`src/rtl/at_req_sched_pkg.sv`:
```
// -----------------------------------------------------------------------------
// at_req_sched_pkg
// Shared definitions for the and-tree request scheduler:
//   - request size-type encodings (REQ_512 .. REQ_4K)
//   - and-tree index / request ID widths
//   - scheduler FSM state type
//   - default hazard window and starvation threshold
// -----------------------------------------------------------------------------
package at_req_sched_pkg;

    localparam int AT_TREE_INDEX_WIDTH = 6;   // 64 rows
    localparam int AT_TREE_COL_WIDTH   = 6;   // 64 bits per row
    localparam int REQ_ID_WIDTH        = 8;
    localparam int REQ_SIZE_WIDTH      = 2;

    // Cycles an issued update keeps its row locked (and-tree RMW depth).
    localparam int HAZ_WIN_DEFAULT     = 3;
    // Consecutive blocked alloc cycles before allocs take priority.
    localparam int STARVE_MAX_DEFAULT  = 4;

    localparam logic [REQ_SIZE_WIDTH-1:0] REQ_512 = 2'd0;
    localparam logic [REQ_SIZE_WIDTH-1:0] REQ_1K  = 2'd1;
    localparam logic [REQ_SIZE_WIDTH-1:0] REQ_2K  = 2'd2;
    localparam logic [REQ_SIZE_WIDTH-1:0] REQ_4K  = 2'd3;

    typedef enum logic {
        NORMAL     = 1'b0,
        ALLOC_PRIO = 1'b1
    } sched_state_e;

endpackage : at_req_sched_pkg

```
`src/rtl/at_row_lock.sv`:
```
// -----------------------------------------------------------------------------
// at_row_lock
// Shift register of {valid,row} entries recording rows recently written by
// the and-tree update path, plus a parallel compare against a query row.
// Entry 0 loads the push every cycle; every entry shifts by one each cycle,
// so a pushed row stays visible for exactly DEPTH cycles.
//
// Ports:
//   clk          in   clock
//   rst_n        in   asynchronous active-low reset (clears all entries)
//   push_valid_i in   row is being written this cycle
//   push_row_i   in   row being written
//   query_row_i  in   row to test against the table
//   hit_o        out  query row matches a valid entry (combinational)
// -----------------------------------------------------------------------------
module at_row_lock
    import at_req_sched_pkg::*;
#(
    parameter int ROW_W = AT_TREE_INDEX_WIDTH,
    parameter int DEPTH = HAZ_WIN_DEFAULT
) (
    input  logic             clk,
    input  logic             rst_n,
    input  logic             push_valid_i,
    input  logic [ROW_W-1:0] push_row_i,
    input  logic [ROW_W-1:0] query_row_i,
    output logic             hit_o
);

    logic [DEPTH-1:0] lock_v_q;
    logic [ROW_W-1:0] lock_row_q [DEPTH];
    logic [DEPTH-1:0] hit_vec;

    always_ff @(posedge clk or negedge rst_n) begin
        if (!rst_n) begin
            for (int i = 0; i < DEPTH; i++) begin
                lock_v_q[i]   <= 1'b0;
                lock_row_q[i] <= '0;
            end
        end else begin
            lock_v_q[0]   <= push_valid_i;
            lock_row_q[0] <= push_row_i;
            for (int i = 1; i < DEPTH; i++) begin
                lock_v_q[i]   <= lock_v_q[i-1];
                lock_row_q[i] <= lock_row_q[i-1];
            end
        end
    end

    for (genvar gi = 0; gi < DEPTH; gi++) begin : g_cmp
        assign hit_vec[gi] = lock_v_q[gi] && (lock_row_q[gi] == query_row_i);
    end

    assign hit_o = |hit_vec;

endmodule : at_row_lock

```
`src/rtl/at_req_sched.sv`:
```
// -----------------------------------------------------------------------------
// at_req_sched
// Scheduler in front of the and-tree. Accepts allocation searches (FDT) and
// bit updates (or-tree) on valid/ready handshakes and issues at most one of
// each per cycle through registered at_* outputs (1-cycle latency, 1-cycle
// pulse). Rows written by an issued update are locked so that searches do
// not read stale data and same-row updates are not lost in the and-tree's
// read-modify-write pipe. A starvation counter gives searches priority over
// same-row updates after STARVE_MAX consecutive blocked cycles.
//
// Ports:
//   clk, rst_n                      clock, asynchronous active-low reset
//   alloc_valid_in / alloc_ready_out search request handshake
//   alloc_id_in, alloc_row_in, alloc_size_in   search payload
//   upd_valid_in / upd_ready_out     update request handshake
//   upd_row_in, upd_col_in, upd_bits_in         update payload
//   at_alloc_valid, at_alloc_id, at_alloc_pos, at_alloc_size  search issue
//   at_upd_en, at_upd_row, at_upd_col, at_upd_bits            update issue
//
// Optional build macro AT_SCHED_PERF_EN adds 32-bit saturating counters:
//   perf_alloc_stall   cycles with alloc valid && !ready
//   perf_upd_stall     cycles with upd valid && !ready
//   perf_prio_entries  NORMAL -> ALLOC_PRIO transitions
// -----------------------------------------------------------------------------
module at_req_sched
    import at_req_sched_pkg::*;
#(
    parameter int ROW_W      = AT_TREE_INDEX_WIDTH,
    parameter int COL_W      = AT_TREE_COL_WIDTH,
    parameter int ID_W       = REQ_ID_WIDTH,
    parameter int SIZE_W     = REQ_SIZE_WIDTH,
    parameter int HAZ_WIN    = HAZ_WIN_DEFAULT,
    parameter int STARVE_MAX = STARVE_MAX_DEFAULT
) (
    input  logic              clk,
    input  logic              rst_n,
    input  logic              alloc_valid_in,
    output logic              alloc_ready_out,
    input  logic [ID_W-1:0]   alloc_id_in,
    input  logic [ROW_W-1:0]  alloc_row_in,
    input  logic [SIZE_W-1:0] alloc_size_in,
    input  logic              upd_valid_in,
    output logic              upd_ready_out,
    input  logic [ROW_W-1:0]  upd_row_in,
    input  logic [COL_W-1:0]  upd_col_in,
    input  logic [3:0]        upd_bits_in,
    output logic              at_alloc_valid,
    output logic [ID_W-1:0]   at_alloc_id,
    output logic [ROW_W-1:0]  at_alloc_pos,
    output logic [SIZE_W-1:0] at_alloc_size,
    output logic              at_upd_en,
    output logic [ROW_W-1:0]  at_upd_row,
    output logic [COL_W-1:0]  at_upd_col,
    output logic [3:0]        at_upd_bits
`ifdef AT_SCHED_PERF_EN
    ,
    output logic [31:0]       perf_alloc_stall,
    output logic [31:0]       perf_upd_stall,
    output logic [31:0]       perf_prio_entries
`endif
);

    localparam int                   STARVE_W   = $clog2(STARVE_MAX + 1);
    localparam logic [STARVE_W-1:0]  STARVE_SAT = STARVE_W'(STARVE_MAX);

    sched_state_e        state_q, state_d;
    logic [STARVE_W-1:0] starve_q, starve_d;

    logic alloc_lock_hit;
    logic upd_lock_hit;
    logic same_row;
    logic upd_fire;
    logic alloc_fire;
    logic alloc_stall;

    // Searches must not read a row until the update's write has fully
    // committed, so they see the whole HAZ_WIN window. A follow-on update
    // to the same row travels the same RMW pipe one stage behind, so it
    // only has to wait until the first update's write is in its last
    // stage: one entry fewer. Both tables are pushed identically.
    at_row_lock #(
        .ROW_W (ROW_W),
        .DEPTH (HAZ_WIN)
    ) u_alloc_lock (
        .clk          (clk),
        .rst_n        (rst_n),
        .push_valid_i (upd_fire),
        .push_row_i   (upd_row_in),
        .query_row_i  (alloc_row_in),
        .hit_o        (alloc_lock_hit)
    );

    at_row_lock #(
        .ROW_W (ROW_W),
        .DEPTH (HAZ_WIN - 1)
    ) u_upd_lock (
        .clk          (clk),
        .rst_n        (rst_n),
        .push_valid_i (upd_fire),
        .push_row_i   (upd_row_in),
        .query_row_i  (upd_row_in),
        .hit_o        (upd_lock_hit)
    );

    assign same_row = (upd_row_in == alloc_row_in);

    // In ALLOC_PRIO a pending same-row search blocks new updates so the
    // lock can drain; otherwise updates win the same-row tie.
    assign upd_ready_out = rst_n && !upd_lock_hit &&
                           !((state_q == ALLOC_PRIO) && alloc_valid_in && same_row);
    assign upd_fire      = upd_valid_in && upd_ready_out;

    // An update accepted this cycle locks its row immediately for searches.
    assign alloc_ready_out = rst_n && !alloc_lock_hit && !(upd_fire && same_row);
    assign alloc_fire      = alloc_valid_in && alloc_ready_out;
    assign alloc_stall     = alloc_valid_in && !alloc_ready_out;

    // Starvation counter and FSM next state.
    always_comb begin
        starve_d = starve_q;
        state_d  = state_q;

        if (alloc_fire) begin
            starve_d = '0;
        end else if (alloc_stall && (starve_q != STARVE_SAT)) begin
            starve_d = starve_q + STARVE_W'(1);
        end

        case (state_q)
            NORMAL: begin
                // Enter priority in the same cycle the counter saturates.
                if (starve_d == STARVE_SAT) begin
                    state_d = ALLOC_PRIO;
                end
            end
            ALLOC_PRIO: begin
                if (alloc_fire) begin
                    state_d = NORMAL;
                end
            end
            default: state_d = NORMAL;
        endcase
    end

    always_ff @(posedge clk or negedge rst_n) begin
        if (!rst_n) begin
            state_q  <= NORMAL;
            starve_q <= '0;
        end else begin
            state_q  <= state_d;
            starve_q <= starve_d;
        end
    end

    // Issue registers: valid pulses for one cycle per accepted request;
    // payload only loads on acceptance.
    always_ff @(posedge clk or negedge rst_n) begin
        if (!rst_n) begin
            at_alloc_valid <= 1'b0;
            at_alloc_id    <= '0;
            at_alloc_pos   <= '0;
            at_alloc_size  <= '0;
            at_upd_en      <= 1'b0;
            at_upd_row     <= '0;
            at_upd_col     <= '0;
            at_upd_bits    <= '0;
        end else begin
            at_alloc_valid <= alloc_fire;
            at_upd_en      <= upd_fire;
            if (alloc_fire) begin
                at_alloc_id   <= alloc_id_in;
                at_alloc_pos  <= alloc_row_in;
                at_alloc_size <= alloc_size_in;
            end
            if (upd_fire) begin
                at_upd_row  <= upd_row_in;
                at_upd_col  <= upd_col_in;
                at_upd_bits <= upd_bits_in;
            end
        end
    end

`ifdef AT_SCHED_PERF_EN
    logic [31:0] perf_alloc_stall_q;
    logic [31:0] perf_upd_stall_q;
    logic [31:0] perf_prio_entries_q;
    logic        upd_stall;
    logic        prio_enter;

    assign upd_stall  = upd_valid_in && !upd_ready_out;
    assign prio_enter = (state_q == NORMAL) && (state_d == ALLOC_PRIO);

    always_ff @(posedge clk or negedge rst_n) begin
        if (!rst_n) begin
            perf_alloc_stall_q  <= '0;
            perf_upd_stall_q    <= '0;
            perf_prio_entries_q <= '0;
        end else begin
            if (alloc_stall && (perf_alloc_stall_q != '1)) begin
                perf_alloc_stall_q <= perf_alloc_stall_q + 32'd1;
            end
            if (upd_stall && (perf_upd_stall_q != '1)) begin
                perf_upd_stall_q <= perf_upd_stall_q + 32'd1;
            end
            if (prio_enter && (perf_prio_entries_q != '1)) begin
                perf_prio_entries_q <= perf_prio_entries_q + 32'd1;
            end
        end
    end

    assign perf_alloc_stall  = perf_alloc_stall_q;
    assign perf_upd_stall    = perf_upd_stall_q;
    assign perf_prio_entries = perf_prio_entries_q;
`endif

endmodule : at_req_sched

```
`config.mk`:
```
export PLATFORM = sky130hd
export DESIGN_NAME = at_req_sched
export DESIGN_NICKNAME = d
export VERILOG_FILES = /design/src/rtl/at_req_sched_pkg.sv /design/src/rtl/at_row_lock.sv /design/src/rtl/at_req_sched.sv
export SDC_FILE = /design/constraint.sdc
export NUM_CORES = 1
export LEC_CHECK = 0
export ABC_AREA = 1
export ABC_CLOCK_PERIOD_IN_PS = 4600
export CAP_MARGIN = 20
export CORE_AREA = 2 2 106 108
export DETAILED_ROUTE_END_ITERATION = 10
export DIE_AREA = 0 0 108 110
export PLACE_DENSITY = 0.43
export SLEW_MARGIN = 40
export SYNTH_ARGS = -nofsm -noshare
export SYNTH_HDL_FRONTEND = slang
export SYNTH_SLANG_ARGS = --single-unit
```
`constraint.sdc`:
```
create_clock -name clk -period 4.6 [get_ports clk]
set_clock_uncertainty 0.1 [all_clocks]
set_input_delay 1.38 -clock clk [delete_from_list [all_inputs] [get_ports clk]]
set_output_delay 1.38 -clock clk [all_outputs]
set_load 0.01 [all_outputs]
```
# Word-level counts from Yosys, hierarchy flattened
# Index checks and enable logic that the tools add are counted.
[totals]
memories = 0
out_inout_bits = 36
wordCells = 53
romBits = 0
latch_bits = 0
inputBits = 36
ramBits = 0
ff_bits = 61
[op_classes]
n_eq_ne = 8
magnitude_cmp = 0
n_div = 0
n_reduce_logical = 23
n_bitwise = 1
n_addsub = 1
mul = 0
shifts = 0
mux = 5
[ops]
columns = ["operator", "count"]
rows = [
  ["$eq A6 B6 Y1", 6],
  ["$logic_and A1 B1 Y1", 16],
  ["$mux W3", 2],
  ["$logic_not A1 Y1", 5],
  ["$add A3 B1 Y3 const B", 1],
  ["$eq A3 B3 Y1 const B", 1],
  ["$ne A3 B3 Y1 const B", 1],
  ["$reduce_or A3 Y1", 1],
  ["$mux W1", 2],
  ["$pmux W1 S2", 1],
  ["$reduce_or A2 Y1", 1],
  ["$not A1 Y1", 1],
]

# Depth between registers and ports, before layout
[depth]
depth_word = 18
mapped_depth = 14
mapped_depth_nobuf = 14

# Cells and area by module
# A second synthesis with hierarchy kept.
[hier_totals]
cells_unflattened = 386
area_unflattened_um2 = 3188.1
[modules_own_cells]
columns = ["module", "instances", "seq_area_each_um2", "area_per_inst_um2", "cells_per_inst"]
rows = [
  ["at_req_sched", 1, 950.9, 1691.6, 199],
  ["at_row_lock (u_alloc_lock)", 1, 525.5, 903.4, 111],
  ["at_row_lock (u_upd_lock)", 1, 350.3, 593.1, 76],
]

# Worst setup path after synthesis
# No wires, ideal clock.
[synth_timing]
path_kind = "input port to output port"
from = "input alloc_row_in[4]"
to = "output alloc_ready_out"
path_buffers = 1
cell_stages = 7
t_required_ps = 3120
setup_slack_ps = 936
arrival_time_ps = 2184
cell_sequence = "buf_6 > xnor2_1 > nand4_1 > nor2_1 > nand4_2 > nand2_2 > inv_1"
[synth_via]
elab_chain_cells = 8
elab_cells_between_ends = 17
cone_classes = "4 x eq/ne; 13 x reduce/logical"
[synth_rtl]
columns = ["item", "line", "source"]
rows = [
  ["start: declaration", "at_req_sched.sv:40", "input logic [ROW_W-1:0] alloc_row_in,"],
  ["$eq A6 B6 Y1", "at_req_sched.sv:105", "assign same_row = (upd_row_in == alloc_row_in);"],
  ["$logic_and A1 B1 Y1", "at_req_sched.sv:110", "!((state_q == ALLOC_PRIO) && alloc_valid_in && same_row);"],
  ["$logic_not A1 Y1", "at_req_sched.sv:110", ""],
  ["$logic_and A1 B1 Y1", "at_req_sched.sv:109", "assign upd_ready_out = rst_n && !upd_lock_hit &&"],
  ["$logic_and A1 B1 Y1", "at_req_sched.sv:111", "assign upd_fire = upd_valid_in && upd_ready_out;"],
  ["$logic_and A1 B1 Y1", "at_req_sched.sv:114", "assign alloc_ready_out = rst_n && !alloc_lock_hit && !(upd_fire && same_row);"],
  ["$logic_not A1 Y1", "at_req_sched.sv:114", ""],
  ["$logic_and A1 B1 Y1 (*)", "at_req_sched.sv:114", ""],
  ["end: declaration", "at_req_sched.sv:38", "output logic alloc_ready_out,"],
]
# Mark *: on every way between the ends. The rest lies on a longest branch, timed or not.

# Worst setup path after layout
[layout_timing]
from = "input alloc_row_in[5]"
to = "output alloc_ready_out"
# The elaborated chain is that of the path after synthesis.

==> flow_summary.ini <==
[sta]
finalMaxSlewViolations = 0
relSlewSlack = 0.6487
fin_setup_tns_ns = 0
max_freq_mhz = 222.3
period_needed_ns = 4.499
fin_crit_sh = 0.9780
postLayoutSetupSlackWorst_ns = 0.1012
worstMarginPinSlew_ns = 0.5270
rsz0062_at_grt = no
finalHoldWorstSlack_ns = 0.3066
hold_viol_final = 0
setup_viol = 0

[cells_and_area]
drive_gt1_frac = 0.1502
fill_cells = 1136
synthToLayoutAreaGrowth_pct = 46.63
antenna_cells = 0
nets = 439

[global_routing]
grt_pass1_vias = 2263
grt_pass1_wl_um = 11280
antenna_found_initial = 0
grt_overflow_total = 0
track_usage = 0.1244
grt_max_degree = 42

[clocking]
clkTransAtPathRegs_ns = 0.06
cts_setup_buffers = 0
cts.htree.levels = 3
ctsRootBufferMaster = clkbuf_8
clk_latency_ns = 0.33
cts_tree = built
cts_max_path_buffers = 2
cts_made_buffers = 9
ctsHoldBuffers = 0
clock-sinks = 58

[critical_path]
worstPathRequired_ns = 3.12
timing_worst_setup_path_type = in -> out
cp.arrival_ns = 3.02
critPathMaxFanout = 3
cp-end-kind = primary output
crit_path_start_kind = input port

[power]
p_switching_mw = 0.3862
p_total_mw = 1.437
power_density_nw_per_um2 = 374.7
ir_drop_mv = 0.1621
p_comb_frac = 0.211
clkPwrFrac = 0.365
p_leak_nw = 1.899
power.internal_mw = 1.051
netSwitchingFraction = 0.2687
p_seq_frac = 0.424

[drt]
ant_nets = 0
dr.pass1.iters = 4
via_count = 2229
totalWireLength_um = 6877
drc = 0
drt_iter0_markers = 45
vias_per_cell = 4.082
wl_per_cell_um = 12.60

[floorplanning]
die_h_um = 110
die_x_um = 108
core_region_area_um2 = 10700
start_util = 0.2446
dieArea_um2 = 11880
num_rows = 38
ioPinCount = 72

[logic_synthesis]
syn_area_per_cell_um2 = 8.692
synth-seq-cells = 58
yosysSeqAreaShare = 0.5548
synthCells = 301
yosysWarningCount = 0
synth_area_um2 = 2616
synth_fp_nets = 339
synthDistinctLibCells = 30

[place]
dpl.hpwl_um = 5229
portBuffers = 71
dp_slack_ns = -0.1649
place.gp.congestion = 0.8290

[run]
maxCapViolCount = 0

[run_status]
status = completed

[worst_hold_path]
hp-class = reg -> reg
[path summary, 6_finish.rpt]
check	from	to	slack, ns	cells past startpoint
setup / recovery	alloc_row_in[5]	alloc_ready_out	0.10	8
hold / removal	u_upd_lock.lock_row_q[9]$_DFF_PN0_	u_upd_lock.lock_row_q[3]$_DFF_PN0_	0.31	0
setup reg to reg	u_upd_lock.lock_row_q[9]$_DFF_PN0_	starve_q[0]$_DFF_PN0_	2.49	13
hold reg to reg	u_upd_lock.lock_row_q[9]$_DFF_PN0_	u_upd_lock.lock_row_q[3]$_DFF_PN0_	0.31	0
max in group asynchronous	rst_n	at_alloc_pos[1]$_DFFE_PN0N_	2.92	2
min in group asynchronous	rst_n	at_alloc_id[4]$_DFFE_PN0N_	0.99	2
[critical path: stages]
cell and delay [ns]:
clkdlybuf4s50_1 0.51, xnor2_1 0.27, nand4_1 0.18, nor2_1 0.15
nand4_2 0.13, nand2_2 0.09, inv_1 0.04, dlygate4sd2_1 0.27
[layout by cell type (no fill, tap or decap), drive strengths merged, types with 5 or more instances in the layout]
cell type,n
buf,26
xor2,5
nand4,7
dfrtp,58
dlygate4sd2,7
inv,36
xnor2,7
clkdlybuf4s50,62
o21ai,18
nand2,128
clkbuf,12
nor2,12
[through the flow]
stage / area [um2] / std cells / util
final: 3836 / 546 / 0.3586
after global routing: 3836 / 546 / 0.3586
after CTS: 3834 / 546 / 0.3584
after detailed placement: 3617 / 530 / 0.3381
after global placement: 3617 / 530 / 0.3381
after floorplan: 2616 / 301 / -
[final cells by class]
| cell class | instances | area [um2] | area share |
|---|---|---|---|
| sequential | 58 | 1451 | 0.3783 |
| multi-input combinational | 200 | 967.2 | 0.2521 |
| clock buffer | 12 | 145.1 | 0.03783 |
| clock inverter | 4 | 75.07 | 0.01957 |
| inverter | 36 | 135.1 | 0.03523 |
| tap | 140 | 175.2 | 0.04566 |
| timing repair buffer | 96 | 887.1 | 0.2312 |
[flip-flops by register name (all words and copies together) (netlist names)]
register / flops
at_alloc_pos: 6
u_alloc_lock.lock_row_q: 6
at_alloc_id: 8
at_upd_col: 6
starve_q: 3
at_upd_row: 6
u_alloc_lock.lock_v_q: 3
state_q: 1
at_alloc_size: 2
at_upd_bits: 4
u_upd_lock.lock_row_q: 12
at_alloc_valid: 1
[power groups by stage]
stage	sequential (mW)	clock, mW	combinational, mW
floorplan	0.631	0	0.124
global placement	0.618	0	0.308
detailed placement	0.618	0	0.312
CTS	0.610	0.545	0.311
global route	0.617	0.567	0.340
finish	0.610	0.524	0.304
[what timing repair did]
item	4_1_cts	5_1_grt
resized for setup	9	2
pin swaps	0	1
endpoints found under the setup margin	2	1
hold endpoints to repair	0	0
[kinds of logic (layout without fill, tap and decap cells)]
family | Yosys count | after routing | synth area share
buffers and inverters | 43 | 148 | 0.07747
XOR/XNOR | 12 | 12 | 0.04017
adder cells (fa/ha/maj) | 2 | 2 | 0.009563
AO/OA/AOI/OAI | 30 | 30 | 0.06504
flip-flops | 58 | 58 | 0.5548
AND/OR/NAND/NOR | 156 | 156 | 0.2530
[metal layers]
metal	vias up	GRT usage	part of all wire
met1	1038	0.1698	0.49
met3	11	0.02175	0.035
li1	1133	-	-
met5	-	0	0
met2	47	0.1914	0.46
met4	0	0.06044	0.016
[cell usage after synthesis (all sizes together)]
cell type    n  share of area
a21boi       1         0.0029
nand3        4          0.012
o21bai       1         0.0029
a21oi        4         0.0077
nor3         2         0.0038
nand3b       1         0.0029
ha           2         0.0096
inv         36          0.052
buf          7          0.026
o22ai        3         0.0072
xnor2        7          0.023
o211ai       2         0.0057
or2          2         0.0048
nand2      128           0.19
o31ai        1         0.0029
dfrtp       58           0.55
nand4        7          0.022
xor2         5          0.017
nor2        12          0.021
o21ai       18          0.036
Power figures use the tool's default switching activity.
